===== src/rtl/npu_host_seq_pkg.sv =====
`default_nettype none
// ============================================================================
// Module      : npu_host_pkg
// Description : Region select codes, status layout and sequencer states for
//               the NPU host-side initiator.
// Revision    : 1.0 - initial release
// ============================================================================
package npu_host_pkg;

  localparam logic [2:0] SEL_WC1  = 3'b001;
  localparam logic [2:0] SEL_WC2  = 3'b010;
  localparam logic [2:0] SEL_FC1  = 3'b011;
  localparam logic [2:0] SEL_FC2  = 3'b100;
  localparam logic [2:0] SEL_TRIG = 3'b101;
  localparam logic [2:0] SEL_IMG  = 3'b110;
  localparam logic [2:0] SEL_STAT = 3'b111;

  localparam int STAT_DONE_BIT    = 31;
  localparam int STAT_FC1_REQ_BIT = 30;
  localparam int LOGIT_W          = 24;

  typedef enum logic [3:0] {
    ST_IDLE    = 4'd0,
    ST_IMG     = 4'd1,
    ST_WC1     = 4'd2,
    ST_WC2     = 4'd3,
    ST_FC2     = 4'd4,
    ST_TRIG    = 4'd5,
    ST_POLL_RD = 4'd6,
    ST_POLL_EV = 4'd7,
    ST_FC1_WR  = 4'd8,
    ST_FIN     = 4'd9
  } state_t;

endpackage
`default_nettype wire


===== src/rtl/npu_host_seq_byte_packer.sv =====
`default_nettype none
// ============================================================================
// Module      : byte_packer
// Description : Four-byte little-endian word accumulator; a flush presents a
//               partial word with zero-filled upper bytes.
// Revision    : 1.0 - initial release
// ============================================================================
module byte_packer (
  input  logic        clk,
  input  logic        rst_ni,
  input  logic        in_en,
  input  logic        in_valid,
  input  logic [7:0]  in_data,
  output logic        in_ready,
  input  logic        flush,
  output logic        word_valid,
  output logic [31:0] word,
  input  logic        ack
);

  logic [2:0]  r_cnt;
  logic [31:0] r_buf;

  assign in_ready   = in_en && (r_cnt < 3'd4);
  assign word_valid = (r_cnt == 3'd4) || (flush && (r_cnt != 3'd0));
  assign word       = r_buf;

  // Clearing the buffer on ack is what provides the zero padding of a flush.
  always_ff @(posedge clk or negedge rst_ni) begin
    if (!rst_ni) begin
      r_cnt <= 3'd0;
      r_buf <= 32'd0;
    end else if (ack) begin
      r_cnt <= 3'd0;
      r_buf <= 32'd0;
    end else if (in_valid && in_ready) begin
      r_buf[{r_cnt[1:0], 3'b000} +: 8] <= in_data;
      r_cnt                            <= r_cnt + 3'd1;
    end
  end

endmodule
`default_nettype wire


===== src/rtl/npu_host_seq.sv =====
`default_nettype none
// ============================================================================
// Module      : npu_host_seq
// Description : Host initiator that loads image/weights into the NPU, triggers
//               it, streams fc1 weights on request and captures the logit.
// Revision    : 1.0 - initial release
// ============================================================================
module npu_host_seq
  import npu_host_pkg::*;
#(
  parameter int IMG_BYTES    = 240,
  parameter int WC_BYTES     = 90,
  parameter int FC2_BYTES    = 10,
  parameter int FC1_WORDS    = 330,
  parameter int POLL_TIMEOUT = 65535
) (
  input  logic                clk,
  input  logic                rst_ni,
  input  logic                start,
  input  logic                s_valid,
  input  logic [7:0]          s_data,
  output logic                s_ready,
  output logic                npu_ena,
  output logic                npu_wea,
  output logic [15:0]         npu_addra,
  output logic [31:0]         npu_dina,
  input  logic [31:0]         npu_douta,
  output logic                busy,
  output logic                done,
  output logic [LOGIT_W-1:0]  result,
  output logic                err
);

  localparam int c_FC1_W = $clog2(FC1_WORDS + 1);
  localparam int c_TMO_W = $clog2(POLL_TIMEOUT + 1);
  localparam logic [c_FC1_W-1:0] c_FC1_MAX  = c_FC1_W'(FC1_WORDS);
  localparam logic [c_TMO_W-1:0] c_TMO_LAST = c_TMO_W'(POLL_TIMEOUT - 1);

  state_t               r_state, w_next, w_seg_next;
  logic [15:0]          r_bytes, w_seg_len;
  logic [11:0]          r_idx, w_idx;
  logic [c_FC1_W-1:0]   r_fc1;
  logic [c_TMO_W-1:0]   r_tmo;
  logic [LOGIT_W-1:0]   r_result;
  logic                 r_err;
  logic                 w_load, w_flush, w_pk_en, w_ack, w_word_valid, w_timeout;
  logic                 w_ena, w_wea;
  logic [2:0]           w_sel, w_seg_sel;
  logic [31:0]          w_word, w_dina;
  logic                 w_unused_stat;

  assign w_unused_stat = ^npu_douta[29:LOGIT_W];

  always_comb begin
    w_load     = 1'b1;
    w_seg_len  = 16'd0;
    w_seg_sel  = 3'b000;
    w_seg_next = r_state;
    case (r_state)
      ST_IMG:  begin w_seg_len = 16'(IMG_BYTES); w_seg_sel = SEL_IMG; w_seg_next = ST_WC1;  end
      ST_WC1:  begin w_seg_len = 16'(WC_BYTES);  w_seg_sel = SEL_WC1; w_seg_next = ST_WC2;  end
      ST_WC2:  begin w_seg_len = 16'(WC_BYTES);  w_seg_sel = SEL_WC2; w_seg_next = ST_FC2;  end
      ST_FC2:  begin w_seg_len = 16'(FC2_BYTES); w_seg_sel = SEL_FC2; w_seg_next = ST_TRIG; end
      default: w_load = 1'b0;
    endcase
  end

  // Segment exhausted: stop accepting and flush whatever partial word remains.
  assign w_flush = w_load && (r_bytes == w_seg_len);
  assign w_pk_en = (w_load && !w_flush) || (r_state == ST_FC1_WR);

  byte_packer u_packer (
    .clk        (clk),
    .rst_ni     (rst_ni),
    .in_en      (w_pk_en),
    .in_valid   (s_valid),
    .in_data    (s_data),
    .in_ready   (s_ready),
    .flush      (w_flush),
    .word_valid (w_word_valid),
    .word       (w_word),
    .ack        (w_ack)
  );

  always_comb begin
    w_next    = r_state;
    w_ena     = 1'b0;
    w_wea     = 1'b0;
    w_sel     = 3'b000;
    w_idx     = 12'd0;
    w_dina    = 32'd0;
    w_ack     = 1'b0;
    w_timeout = 1'b0;
    case (r_state)
      ST_IDLE: if (start) w_next = ST_IMG;
      ST_IMG, ST_WC1, ST_WC2, ST_FC2: begin
        if (w_word_valid) begin
          w_ena  = 1'b1;
          w_wea  = 1'b1;
          w_sel  = w_seg_sel;
          w_idx  = r_idx;
          w_dina = w_word;
          w_ack  = 1'b1;
          if (w_flush) w_next = w_seg_next;
        end
      end
      ST_TRIG: begin
        w_ena  = 1'b1;
        w_wea  = 1'b1;
        w_sel  = SEL_TRIG;
        w_next = ST_POLL_RD;
      end
      ST_POLL_RD: begin
        w_ena  = 1'b1;
        w_sel  = SEL_STAT;
        w_next = ST_POLL_EV;
      end
      ST_POLL_EV: begin
        if (npu_douta[STAT_DONE_BIT])
          w_next = ST_FIN;
        else if (npu_douta[STAT_FC1_REQ_BIT] && (r_fc1 < c_FC1_MAX))
          w_next = ST_FC1_WR;
        else if (r_tmo == c_TMO_LAST) begin
          w_timeout = 1'b1;
          w_next    = ST_IDLE;
        end else
          w_next = ST_POLL_RD;
      end
      ST_FC1_WR: begin
        if (w_word_valid) begin
          w_ena  = 1'b1;
          w_wea  = 1'b1;
          w_sel  = SEL_FC1;
          w_dina = w_word;
          w_ack  = 1'b1;
          w_next = ST_POLL_RD;
        end
      end
      ST_FIN:  w_next = ST_IDLE;
      default: w_next = ST_IDLE;
    endcase
  end

  always_ff @(posedge clk or negedge rst_ni) begin
    if (!rst_ni) r_state <= ST_IDLE;
    else         r_state <= w_next;
  end

  always_ff @(posedge clk or negedge rst_ni) begin
    if (!rst_ni) begin
      r_bytes  <= 16'd0;
      r_idx    <= 12'd0;
      r_fc1    <= '0;
      r_tmo    <= '0;
      r_result <= '0;
      r_err    <= 1'b0;
    end else begin
      r_err <= w_timeout;
      if ((r_state == ST_IDLE) && start) begin
        r_bytes <= 16'd0;
        r_idx   <= 12'd0;
        r_fc1   <= '0;
        r_tmo   <= '0;
      end
      if (w_load) begin
        if (w_ack && w_flush) begin
          r_bytes <= 16'd0;
          r_idx   <= 12'd0;
        end else if (w_ack)
          r_idx <= r_idx + 12'd1;
        else if (s_valid && s_ready)
          r_bytes <= r_bytes + 16'd1;
      end
      if ((r_state == ST_POLL_EV) && (w_next == ST_POLL_RD))
        r_tmo <= r_tmo + 1'b1;
      if ((r_state == ST_FC1_WR) && w_ack) begin
        r_fc1 <= r_fc1 + 1'b1;
        r_tmo <= '0;
      end
      if ((r_state == ST_POLL_EV) && npu_douta[STAT_DONE_BIT])
        r_result <= npu_douta[LOGIT_W-1:0];
    end
  end

  assign npu_ena   = w_ena;
  assign npu_wea   = w_wea;
  assign npu_addra = w_ena ? {1'b0, w_sel, w_idx} : 16'd0;
  assign npu_dina  = w_dina;
  assign busy      = (r_state != ST_IDLE) && (r_state != ST_FIN);
  assign done      = (r_state == ST_FIN);
  assign result    = r_result;
  assign err       = r_err;

endmodule
`default_nettype wire


===== config.mk =====
export PLATFORM = sky130hd
export DESIGN_NAME = npu_host_seq
export DESIGN_NICKNAME = d
export VERILOG_FILES = /design/src/rtl/npu_host_seq_pkg.sv /design/src/rtl/npu_host_seq_byte_packer.sv /design/src/rtl/npu_host_seq.sv
export SDC_FILE = /design/constraint.sdc
export NUM_CORES = 1
export LEC_CHECK = 0
export ABC_AREA = 1
export BUFFER_PORTS_ARGS = -buffer_cell sky130_fd_sc_hd__buf_2
export CELL_PAD_IN_SITES_DETAIL_PLACEMENT = 1
export CELL_PAD_IN_SITES_GLOBAL_PLACEMENT = 1
export CORE_MARGIN = 5
export CORE_UTILIZATION = 42
export DETAILED_ROUTE_END_ITERATION = 12
export PLACE_DENSITY_LB_ADDON = 0.1
export SLEW_MARGIN = 20
export SYNTH_ARGS = -nofsm -noshare
export SYNTH_HDL_FRONTEND = slang
export SYNTH_SLANG_ARGS = --single-unit

===== constraint.sdc =====
create_clock -name clk -period 3 [get_ports clk]
set_input_delay 0.45 -clock clk [delete_from_list [all_inputs] [get_ports clk]]
set_output_delay 0.45 -clock clk [all_outputs]
set_load 0.01 [all_outputs]

==> impl_summary.md <==
Clock network
The TritonCTS clock tree is done. The cell chosen for the clock root is sky130_fd_sc_hd__clkbuf_16. The quantity of hold-fixing buffers added after cts is 0. The clock latency reported for the late side of the worst-skew pair is about 0.43 ns. TritonCTS created 17 clock buffers. The longest clock path from root to sink contains 2 buffers. The number of levels the H-tree was split into is 4. The clock-pin slew reported for the worst setup and hold paths after clock tree synthesis is 0.06 ns. The clock net sink count is ~120.

Worst setup path
Traced cell by cell, the critical path runs through inv_1 > nand2_2 > nand2_1 > nand2_2 > buf_4 > nor2_4 > inv_2 > nand2_2 > buf_12 > o31ai_1 > buf_2. The worst register-to-register path ends at u_packer.word[26]$_DFFE_PN0P_. The worst register-to-register path begins at r_state[3]$_DFF_PN0_. The kind of critical path is flop to output port. The most numerous cell type found on the critical path is sky130_fd_sc_hd__nand2_2. Setup slack on the worst reg-to-reg path comes out at roughly 0.52 ns. Data on the critical path is required at its endpoint by approximately 2.6 ns. The gate family responsible for the most delay along the worst path is buffers and inverters. The slowest library cell on the worst path is sky130_fd_sc_hd__dfrtp_2.

The critical path buffer and inverter count is 5. The startpoint class of the critical path is a flop. The depth of the worst register-to-register path is 13. The largest single stage delay on the critical path is 0.44 ns. The start point of the critical path is r_state[1]$_DFF_PN0_. STA puts the critical path data arrival time at between 2 and 2.5 ns.

The critical path endpoint category is an output port. The maximum fanout along the worst path is 42.

Floorplanning
The horizontal extent of the die is roughly 140 µm. The number of cell rows is 47. The initial cell density of the core is roughly 43%.

The area enclosed by the die boundary is between 15000 and 20000 µm². After floorplanning, the core was sized to cover approximately 17000 µm². In this run the count of I/O pins placed on the die edge is 122. The height of the die is around 140 µm.

Synth
The synthesized netlist occupies a cell area of about 7000 µm². After synthesis the netlist holds a flip-flop and latch count of 117. After technology mapping, the gate count stands at 933. The biggest area consumer among synthesized cells is sky130_fd_sc_hd__dfrtp_1. The number of library cell types mapped by synthesis is 38. The net count after synthesis is roughly 990.

The synthesis warning total is 0. A synthesized cell averages between 7 and 8 µm². The synthesized design devotes to its leading area cell type 41.0% of total area.

Sorting the synthesized cells by area gives the leading types as sky130_fd_sc_hd__dfrtp_1 (41%), sky130_fd_sc_hd__nand3_1 (10%), sky130_fd_sc_hd__nand2_1 (9.1%). Sequential elements use about two fifths of the synthesized area.

Global routing
In the global route stage, overall resource usage came out at between 20% and 30%. The initial antenna violation count was 0. The pin count of the biggest net entering global routing is 55.

The number of global-route vias before repair was around 7200. The first-pass GRT wire length is 36300 µm. The total congestion overflow after global routing is 0.

Place
The placed instance count is ~1200. During placement, the flow inserted port buffers numbering roughly 110. Detailed placement finished with a half-perimeter wire length of 14600 µm.

The weighted congestion at the end of routability-driven global placement is 0.883.

Cells and area
The fraction of final layout cells with drive strength greater than 1 is between 20% and 30%. For this run, the number of standard cells in the final layout without fillers is 1272. The library cells used most frequently in the layout, excluding fill and tap cells, are sky130_fd_sc_hd__nand2_1 (172), sky130_fd_sc_hd__nand3_1 (147), sky130_fd_sc_hd__dfrtp_1 (115). 0 antenna diodes ended up in the layout. The area growth from synthesis to layout is 19.6%. The library cell used most frequently in the layout, excluding fill and tap cells, is sky130_fd_sc_hd__nand2_1. The register area is 2930 µm². The layout has between 2000 and 2500 filler cells.

For this run, the post-layout net count is approximately 1100. The multi-input combinational cells in the finished layout cover a total of 3610 µm².

Power and ir drop
The internal power consumption is about 4500 µW. The share of total power dissipated in sequential elements is between 30% and 40%. The maximum vdd ir drop is about 640 µV. Per report_power, the combinational group accounts for roughly 44% of the total. In this run the power density over the cells is between 900 and 1000 nW/µm². The analysis attributes to cell leakage a power of around 0.0042 µW. Net switching is 44.6% of the power. The final total power is between 8000 and 9000 µW. The switching component of the power is between 3000 and 4000 µW. The part of the power in the clock network is around a quarter.

Routing
The via count normalized by instance count is roughly 5.3. For this run, the detailed router's first-pass iteration total came to 5. Wires add up to between 20000 and 25000 µm. After the first detailed-routing iteration, the DRC count stood at 290. The average wire length per cell after detail routing is about 17 µm. In the routed design, unresolved DRC markers number 0. The detailed router placed 6754 vias in this run.

The number of nets with antenna violations after routing is 0.

Outcome
The run finished with clean final reports.

STA
The largest clock skew in the final design is 0.00775 ns. The final hold violation count is 0. The clock period minus worst slack is 2.84 ns. Timing would allow up to 352 MHz.

Setup violations remaining at the end of the flow were counted as 0. The post-route fraction of the period consumed by the critical path is between 90% and 100%. The headroom to the max-slew limit is between 40% and 50%. For the final routed database, the setup TNS stands at 0 ns. Setup repair after global routing left no endpoint under its margin. The final count of pins violating max slew is 0. For the pin with the worst max-slew slack, the measured transition is approximately 0.81 ns.

Min path
The path class of the tightest hold or removal check is input port to asynchronous set/reset pin.

Run
The tool flagged a number of max-cap violations equal to 0.
-- worst max path at each step --
stage | end | cells past startpoint | slack [ns]
after floorplan | npu_addra[10] | 10 | 0.59
after global placement | npu_addra[0] | 12 | 0.20
after detailed placement | npu_addra[11] | 12 | 0.15
after CTS | npu_addra[14] | 11 | 0.009
after global routing | npu_addra[14] | 13 | 0.01
final | npu_wea | 11 | 0.16
-- Yosys cell counts --
master	count
sky130_fd_sc_hd__a21oi_1	16
sky130_fd_sc_hd__inv_2	7
sky130_fd_sc_hd__dfrtp_1	117
sky130_fd_sc_hd__o311ai_0	3
sky130_fd_sc_hd__a21oi_4	1
sky130_fd_sc_hd__nand3_4	3
sky130_fd_sc_hd__nand3_1	147
sky130_fd_sc_hd__o21ai_0	43
sky130_fd_sc_hd__nor2_2	3
sky130_fd_sc_hd__clkbuf_1	18
sky130_fd_sc_hd__buf_4	3
sky130_fd_sc_hd__inv_1	90
sky130_fd_sc_hd__buf_1	4
sky130_fd_sc_hd__nor2_4	1
sky130_fd_sc_hd__xnor2_1	4
sky130_fd_sc_hd__o22ai_1	6
sky130_fd_sc_hd__buf_2	17
sky130_fd_sc_hd__a21boi_1	8
sky130_fd_sc_hd__clkinv_1	2
sky130_fd_sc_hd__nand4_2	1
sky130_fd_sc_hd__xor2_1	33
sky130_fd_sc_hd__nand4_1	43
sky130_fd_sc_hd__nand2_2	8
sky130_fd_sc_hd__and2_1	1
sky130_fd_sc_hd__nand2_4	1
sky130_fd_sc_hd__nor3_1	30
sky130_fd_sc_hd__nor2_1	89
sky130_fd_sc_hd__buf_6	7
sky130_fd_sc_hd__o21ai_1	11
sky130_fd_sc_hd__nor3_4	1
sky130_fd_sc_hd__nand3b_1	4
sky130_fd_sc_hd__o21a_1	1
sky130_fd_sc_hd__inv_4	1
sky130_fd_sc_hd__o31ai_1	1
sky130_fd_sc_hd__conb_1	1
sky130_fd_sc_hd__nand2_1	174
sky130_fd_sc_hd__mux2_2	24
sky130_fd_sc_hd__ha_1	9
-- power groups by stage --
stage / Combinational [µW] / Clock [µW] / Sequential (µW)
2_1_floorplan: 2500 / 0 / 2510
3_3_place_gp: 3440 / 0 / 2530
3_5_place_dp: 3530 / 0 / 2550
4_1_cts: 3610 / 2040 / 2530
5_1_grt: 4060 / 2110 / 2620
6_report: 3620 / 2010 / 2550
-- what timing repair did --
item                       CTS  global route
resized for setup            6             7
setup endpoints to repair   49            48
setup buffers                3             3
pin swaps                    1             2
gates cloned                 0             0
-- cell families after synthesis --
| group | share of synthesized area [%] |
|---|---|
| multiplexers | 3.78 |
| XOR/XNOR | 4.54 |
| AO/OA/AOI/OAI | 7.08 |
| AND/OR/NAND/NOR | 32.9 |
| flip-flops | 41.0 |
| adder cells (fa/ha/maj) | 1.58 |
| other | 0.0525 |
| buffers and inverters | 9.06 |
-- per-layer routing --
metal | vias to the layer above | share of wire (%) | track usage [%]
li1 | 3303 | - | -
met1 | 3303 | 45 | 28.7
met2 | 124 | 49 | 38.3
met3 | 24 | 3.8 | 4.26
met4 | 0 | 1.4 | 6.07
met5 | - | 0 | 0
-- state kept, by name (all words and copies together), names as in the netlist --
register and flops:
u_packer.r_cnt 3, r_fc1 9, r_tmo 16, r_state 4, err 1, r_idx 12
r_bytes 16, u_packer.word 32, result 24
-- per-stage QoR --
step                setup WS (ns)  instance area, µm²  utilization, %  hold WS, ns
floorplan                   0.586                7140               -        0.154
global placement            0.202                7880            47.3        0.481
detailed placement          0.154                7880            47.3        0.488
CTS                       0.00938                8500            51.1       0.0497
global route               0.0100                8540            51.3       0.0927
finish                      0.157                8540            51.3       0.0305
-- layout make-up --
type	instances	share of cell area (%)
Clock buffer	18	5.14
Tap cell	220	3.22
Timing Repair Buffer	136	9.08
Sequential cell	117	34.3
Multi-Input combinational cell	667	42.2
Clock inverter	14	1.60
Inverter	100	4.42
(Power assumes the default switching activity.)
